`config.mk`:
```
export PLATFORM = sky130hd
export DESIGN_NAME = seq_chunk_adder
export DESIGN_NICKNAME = d
export VERILOG_FILES = /design/src/rtl/seq_chunk_adder.sv
export SDC_FILE = /design/constraint.sdc
export NUM_CORES = 1
export LEC_CHECK = 0
export CAP_MARGIN = 20
export CORE_MARGIN = 10
export CORE_UTILIZATION = 39
export CTS_CLUSTER_SIZE = 40
export DETAILED_ROUTE_END_ITERATION = 10
export PLACE_DENSITY = 0.65
export SLEW_MARGIN = 10
export SYNTH_ARGS = -nofsm -noshare
export SYNTH_HDL_FRONTEND = slang
export SYNTH_SLANG_ARGS = --single-unit
```
`constraint.sdc`:
```
create_clock -name clk -period 4.4 [get_ports clk]
set_clock_uncertainty 0.1 [all_clocks]
set_input_delay 0.44 -clock clk [delete_from_list [all_inputs] [get_ports clk]]
set_output_delay 0.44 -clock clk [all_outputs]
set_load 0.05 [all_outputs]
```
`src/rtl/seq_chunk_adder.sv`:
```
// -----------------------------------------------------------------------------
// seq_chunk_adder
//   Multi-cycle adder/subtractor. Each clock it processes CHUNK bits of the two
//   WIDTH-bit operands through a ripple of full-adder cells. The carry between
//   chunks is held in a carry register. An operation takes N = WIDTH/CHUNK
//   clocks from the accepting edge to the done pulse.
//
// Parameters
//   WIDTH  operand/result width (>= 1)
//   CHUNK  bits per clock; must divide WIDTH exactly
//
// Ports
//   clk    in   clock, rising edge
//   rst_n  in   asynchronous active-low reset
//   start  in   operation request
//   a, b   in   operands, sampled on the accepting edge
//   cin    in   carry-in (add) / borrow-in (sub), sampled with start
//   sub    in   0: a+b+cin, 1: a-b-cin, sampled with start
//   busy   out  operation in progress
//   done   out  one-cycle pulse when sum/cout/ovf update
//   sum    out  result, held until the next completion
//   cout   out  add: carry out; sub: 1 = no borrow
//   ovf    out  two's-complement overflow of the result
//
// state  | meaning
// -------+-------------------------------------------------------------
// S_IDLE | waiting for start; result registers hold the last result
// S_RUN  | processing one chunk per clock, count selects the chunk
// -----------------------------------------------------------------------------
module seq_chunk_adder #(
    parameter int WIDTH = 8,
    parameter int CHUNK = 1
) (
    input  logic             clk,
    input  logic             rst_n,
    input  logic             start,
    input  logic [WIDTH-1:0] a,
    input  logic [WIDTH-1:0] b,
    input  logic             cin,
    input  logic             sub,
    output logic             busy,
    output logic             done,
    output logic [WIDTH-1:0] sum,
    output logic             cout,
    output logic             ovf
);

    localparam int N  = (CHUNK > 0) ? (WIDTH / CHUNK) : 1;
    localparam int CW = (N > 1) ? $clog2(N) : 1;

    generate
        if (WIDTH < 1 || CHUNK < 1 || (WIDTH % CHUNK) != 0) begin : g_bad_params
            $error("seq_chunk_adder: CHUNK must be >= 1 and divide WIDTH (>= 1)");
        end
    endgenerate

    typedef enum logic {
        S_IDLE = 1'b0,
        S_RUN  = 1'b1
    } state_t;

    state_t           state_q;
    logic [WIDTH-1:0] a_q;
    logic [WIDTH-1:0] b_q;
    logic             carry_q;
    logic [CW-1:0]    cnt_q;
    logic [WIDTH-1:0] res_q;
    logic [WIDTH-1:0] sum_q;
    logic             cout_q;
    logic             ovf_q;
    logic             done_q;

    // Single-bit A+B+C cell, returns {carry, sum}.
    function automatic logic [1:0] full_add(input logic x, input logic y, input logic c);
        return {(x & y) | (c & (x ^ y)), x ^ y ^ c};
    endfunction

    logic [CHUNK-1:0] chunk_sum;
    logic [CHUNK:0]   chunk_c;

    always_comb begin
        chunk_sum  = '0;
        chunk_c    = '0;
        chunk_c[0] = carry_q;
        for (int i = 0; i < CHUNK; i++) begin
            {chunk_c[i+1], chunk_sum[i]} = full_add(a_q[i], b_q[i], chunk_c[i]);
        end
    end

    logic [WIDTH-1:0] res_d;
    logic             last_chunk;
    logic             accept;

    // New chunk bits enter at the top so the first chunk ends up at bit 0.
    assign res_d      = (res_q >> CHUNK) | (WIDTH'(chunk_sum) << (WIDTH - CHUNK));
    assign last_chunk = (cnt_q == CW'(N - 1));

    // The completion edge also accepts a new request, so a held start gives
    // one operation every N clocks with busy staying high in between.
    assign accept = start & ((state_q == S_IDLE) | last_chunk);

    always_ff @(posedge clk or negedge rst_n) begin
        if (!rst_n) begin
            state_q <= S_IDLE;
            a_q     <= '0;
            b_q     <= '0;
            carry_q <= 1'b0;
            cnt_q   <= '0;
            res_q   <= '0;
            sum_q   <= '0;
            cout_q  <= 1'b0;
            ovf_q   <= 1'b0;
            done_q  <= 1'b0;
        end else begin
            done_q <= 1'b0;
            case (state_q)
                S_IDLE: begin
                    state_q <= S_IDLE;
                end
                S_RUN: begin
                    a_q     <= a_q >> CHUNK;
                    b_q     <= b_q >> CHUNK;
                    carry_q <= chunk_c[CHUNK];
                    res_q   <= res_d;
                    cnt_q   <= cnt_q + CW'(1);
                    if (last_chunk) begin
                        sum_q   <= res_d;
                        cout_q  <= chunk_c[CHUNK];
                        // chunk_c[CHUNK-1] is the carry into the MSB cell
                        ovf_q   <= chunk_c[CHUNK-1] ^ chunk_c[CHUNK];
                        done_q  <= 1'b1;
                        cnt_q   <= '0;
                        state_q <= S_IDLE;
                    end
                end
                default: begin
                    state_q <= S_IDLE;
                end
            endcase

            if (accept) begin
                a_q     <= a;
                b_q     <= sub ? ~b : b;
                // subtraction is a + ~b + 1 - borrow_in
                carry_q <= cin ^ sub;
                cnt_q   <= '0;
                res_q   <= '0;
                state_q <= S_RUN;
            end
        end
    end

    assign busy = (state_q == S_RUN);
    assign done = done_q;
    assign sum  = sum_q;
    assign cout = cout_q;
    assign ovf  = ovf_q;

endmodule

```
* Word-level counts from Yosys, hierarchy flattened
Cells that the tools add are included. W data, S select, Z words.
Storage, ports and cells: register bits 40, output and inout bits 12, bits of input ports 21
Operators by class: $add $sub $neg 1, eq/ne operators 1, bitwise operators 12, muxes and demuxes 17, reductions and logical operators 2
Operators by type and width (count):
- $mux W8 | 7
- $mux W3 | 3
- $not A8 Y8 | 1
- $or A7 B8 Y8 | 1
- $mux W1 | 6
- $xor A1 B1 Y1 | 4
- $add A3 B1 Y3 const B | 1
- $and A1 B1 Y1 | 3
- $eq A3 B3 Y1 const B | 1
- $or A1 B1 Y1 | 2
- $pmux W1 S2 | 1
- $reduce_and A2 Y1 | 1
- $reduce_bool A2 Y1 | 1
- $not A1 Y1 | 1

* Longest topological paths before layout
depth after elaboration 5, gate-level depth with buffers 7, mapped depth without buffers 5

* Least setup slack after synthesis
Ideal clock, no wire load.
path kind reg-to-reg, start point register cnt_q[0], end point register a_q[0], stages on the path, launching flop included 7, data required time 4.177 ns, setup time 0.123 ns, data arrival time 1.457 ns, setup slack 2.720 ns, path buffers 2, clock period less this slack 1.680 ns, cells stage by stage dfrtp_1 > ha_1 > ha_1 > nand2b_1 > buf_4 > buf_6 > o221a_1
Between the ends: longest elaborated chain between the ends 4, elaborated cells on any way between the ends 5, classes of those cells eq/ne (1); mux (1); bitwise (2); reduce/logical (1)
Ends and longest elaborated chain:
- start: declaration | line 66 | logic [CW-1:0] cnt_q;
- start signal: assignment | line 125 | cnt_q <= cnt_q + CW'(1);
- $eq A3 B3 Y1 (*) | line 96 | assign last_chunk = (cnt_q == CW'(N - 1));
- $or A1 B1 Y1 (*) | line 100 | assign accept = start & ((state_q == S_IDLE) | last_chunk);
- $and A1 B1 Y1 (*) | line 100
- $mux W8 / $reduce_bool A2 Y1 (equally long branches)
- end signal: assignment | line 121 | a_q <= a_q >> CHUNK;
- end: declaration | line 63 | logic [WIDTH-1:0] a_q;
Mark *: on every way between the ends. The rest lies on a longest branch, timed or not. A chain may end at the register's enable or synchronous reset.

* Worst setup path after layout
start point register state_q (netlist: busy), end point output busy
RTL lines:
- start: declaration | line 62 | state_t state_q;
- start signal: assignment | line 104 | state_q <= S_IDLE;
- start signal: assignment | line 118 | state_q <= S_IDLE;
- start signal: assignment | line 133 | state_q <= S_IDLE;
- end: declaration | line 41 | output logic busy,
No word-level cell between the ends.

==> impl_metrics.py <==
metrics = {
    "global_routing": {
        "global_routing_met2_resource_utilization_pct": 14.86,
        "antenna_found_initial": 0,
        "grt.met3_usage_pct": 4.280,
        "met1_usage_pct": 11.19,
        "grt_busiest_layer": "met2",
        "first_global_vias": 1337,
        "grt_start_max_net_pins": 40,
        "gr-total-overflow": 0,
        "grt_use_total_pct": 9.439,
        "grt_first_pass_wirelength_um": 6561,
    },
    "sta": {
        "hold_ws_ns": 0.1702,
        "rsz0062_at_grt": "no",
        "setup_violations": 0,
        "worst_pin_slew_ns": 0.9922,
        "post-route-min-period_ns": 2.583,
        "final_min_period_over_clock_period_pct": 58.70,
        "final_critical_path_setup_slack_ns": 1.817,
        "hold_violations": 0,
        "max_freq_mhz": 387.1,
        "timing.slew.headroom_pct": 33.85,
        "slew_viol_final": 0,
        "finalSetupTns_ns": 0,
    },
    "power_and_ir_drop": {
        "totalPowerFinal_mw": 1.827,
        "power_per_cell_area_nw_per_um2": 761.8,
        "worst_ir_drop_vdd_uv": 250.9,
        "p_leak_nw": 1.081,
    },
    "cts": {
        "cts_hold_buf": 0,
        "clock_tree.htree_level_count": 2,
        "clk-insertion-delay-late_ns": 0.29,
        "clk_root_buffer_cell": "clkbuf_8",
        "cts_setup_buffers": 0,
        "cts_made_buffers": 5,
        "clock_sink_count": 39,
        "post_cts_resized": 0,
        "cts_buffer_depth": 2,
        "cts_tree": "built",
        "clock_pin_slew_worst_setup_and_hold_paths_ns": 0.07,
    },
    "setup_path": {
        "rrSetupSlack_ns": 2.05,
        "critical_path.top_delay_family": "buffers and inverters",
        "timing.critical_path.arrival_ns": 2.04,
        "critPathLaunchType": "flip-flop",
        "crit_fanout": 20,
        "slowest_delay_ns": 0.96,
        "crit_required_ns": 3.86,
        "critical_path.endpoint_type": "primary output",
        "critPathKind": "flip-flop to primary output",
        "critical_path.n_buffers_inverters": 1,
        "slowest_stage": "clkdlybuf4s50_1",
        "crit_path_cell_trace": "clkdlybuf4s50_1",
    },
    "final_layout": {
        "layout.cells.most_common_list": "39 x dfrtp_1, 31 x clkdlybuf4s50_1, 12 x nand2_1",
        "layout.cells.most_common": "dfrtp_1",
        "diodes": 0,
        "fin_area_sq_um": 2399,
        "final_cell_count_no_fill": 258,
        "syn_to_final_growth_pct": 21.64,
        "utilization_pct": 49.79,
        "ff_latch_area_sq_um": 975.9,
        "post_route_cells_drive_above_1_share_pct": 10.99,
        "multi_input_comb_area_sq_um": 879.6,
        "fillerInstances": 465,
        "finish.net_count": 214,
    },
    "placement": {
        "numPlacedInstances": 250,
        "place_ws_ns": 2.052,
        "numPortBuffers": 32,
        "detailed_place_hpwl_um": 2612,
        "placedInstanceArea_sq_um": 2281,
        "gpl.final_weighted_congestion": 0.6852,
    },
    "floorplanning": {
        "dieHeight_um": 91.11,
        "core.rowCount": 25,
        "die_area_sq_um": 8300,
        "ports": 33,
        "die_w_um": 91.11,
        "core_footprint_sq_um": 4817,
        "initial_utilization_pct": 40.94,
    },
    "synthesis": {
        "synth.lib_cells_used.distinct": 25,
        "synth.yosys.warnings": 0,
        "yosys_register_bits": 39,
        "mappedNetlistArea_sq_um": 1972,
        "yosysSeqAreaShare_pct": 49.49,
        "synth_fp_nets": 187,
        "synthesized_area_per_cell_sq_um": 12.10,
        "post_synth_inst_count": 163,
    },
    "run": {
        "drv_cap": 0,
    },
    "routing": {
        "first_pass_iters": 4,
        "routed-via-count": 1321,
        "vias_per_cell": 5.120,
        "ant_nets": 0,
        "detailed_router_s_first_iteration_violation_count": 75,
        "routedWlPerCell_um": 14.63,
        "postRouteWirelength_um": 3774,
        "route.detailed.drc": 0,
    },
    "min_path": {
        "min_path_type": "input port to async pin",
    },
    "outcome": {
        "result_of_the_run": "finished, final reports clean",
    },
}
## layer usage
layer  share of wire [%]  vias up  routed length, um
met5                   0        -                  0
met4                 1.4        0                 51
met3                 7.1        6                268
met2                  46       32               1742
met1                  45      638               1711
li1                    -      645                  -
## kinds of logic (layout without fill, tap and decap cells)
group / Yosys count / count (layout) / share of synthesized area, %
AOI/OAI and AO/OA: 43 / 43 / 15.99
xor gates and xnor gates: 10 / 10 / 4.441
adders and majority gates: 3 / 3 / 2.284
buffers and inverters: 17 / 45 / 5.900
DFF: 39 / 39 / 49.49
muxes: 26 / 26 / 15.61
and+or+nand+nor: 25 / 25 / 6.281
## path summary, 6_finish.rpt
kind / start / endpoint / depth (start not counted)
setup / recovery: busy / busy / 1
hold / removal: rst_n / sum[5] / 1
setup reg to reg: cnt_q[0] / a_q[3] / 5
hold reg to reg: cnt_q[0] / cnt_q[0] / 1
max in group asynchronous: rst_n / b_q[6] / 1
min in group clk: cnt_q[0] / cnt_q[0] / 1
## cells in the mapped netlist
cell type / number / area [sq um]
buf_4: 2 / 15.01
nor2b_1: 8 / 50.05
inv_2: 1 / 3.750
o21ai_1: 9 / 45.04
a211o_1: 7 / 61.31
buf_2: 5 / 25.02
nand2_1: 12 / 45.04
nor2_1: 1 / 3.750
o22ai_1: 10 / 62.56
o221a_1: 7 / 78.83
mux2_4: 7 / 105.1
fa_1: 1 / 20.02
clkbuf_2: 1 / 5.000
nand2b_1: 2 / 12.51
a31oi_1: 8 / 50.05
mux2_1: 10 / 112.6
ha_1: 2 / 25.02
buf_6: 5 / 56.30
inv_1: 2 / 7.510
mux2i_1: 9 / 90.09
buf_1: 1 / 3.750
dfrtp_1: 39 / 975.9
o32ai_1: 2 / 17.52
nand2_2: 2 / 12.51
xnor2_1: 10 / 87.58
## where the power goes
group,switching (mW),internal (mW),leakage [nW]
sequential,0.126,0.518,0.477
clock,0.124,0.183,0.0612
combinational,0.478,0.398,0.543
total,0.728,1.10,1.08
## final cells by class
class / count / share of cell area (%)
clock inverters: 2 / 1.461
inverters: 3 / 0.4695
clock buffers: 6 / 3.443
well taps: 67 / 3.495
repair buffers: 34 / 13.77
flip-flops and latches: 39 / 40.69
multi-input cells: 107 / 36.67
## sequential cells by signal, summed over array words and instances (netlist names)
register and flops:
a_q 8, b_q 8, sum 8, res_q 7, cnt_q 3, busy 1, carry_q 1, cout 1
done 1, ovf 1
(Power assumes the default switching activity.)
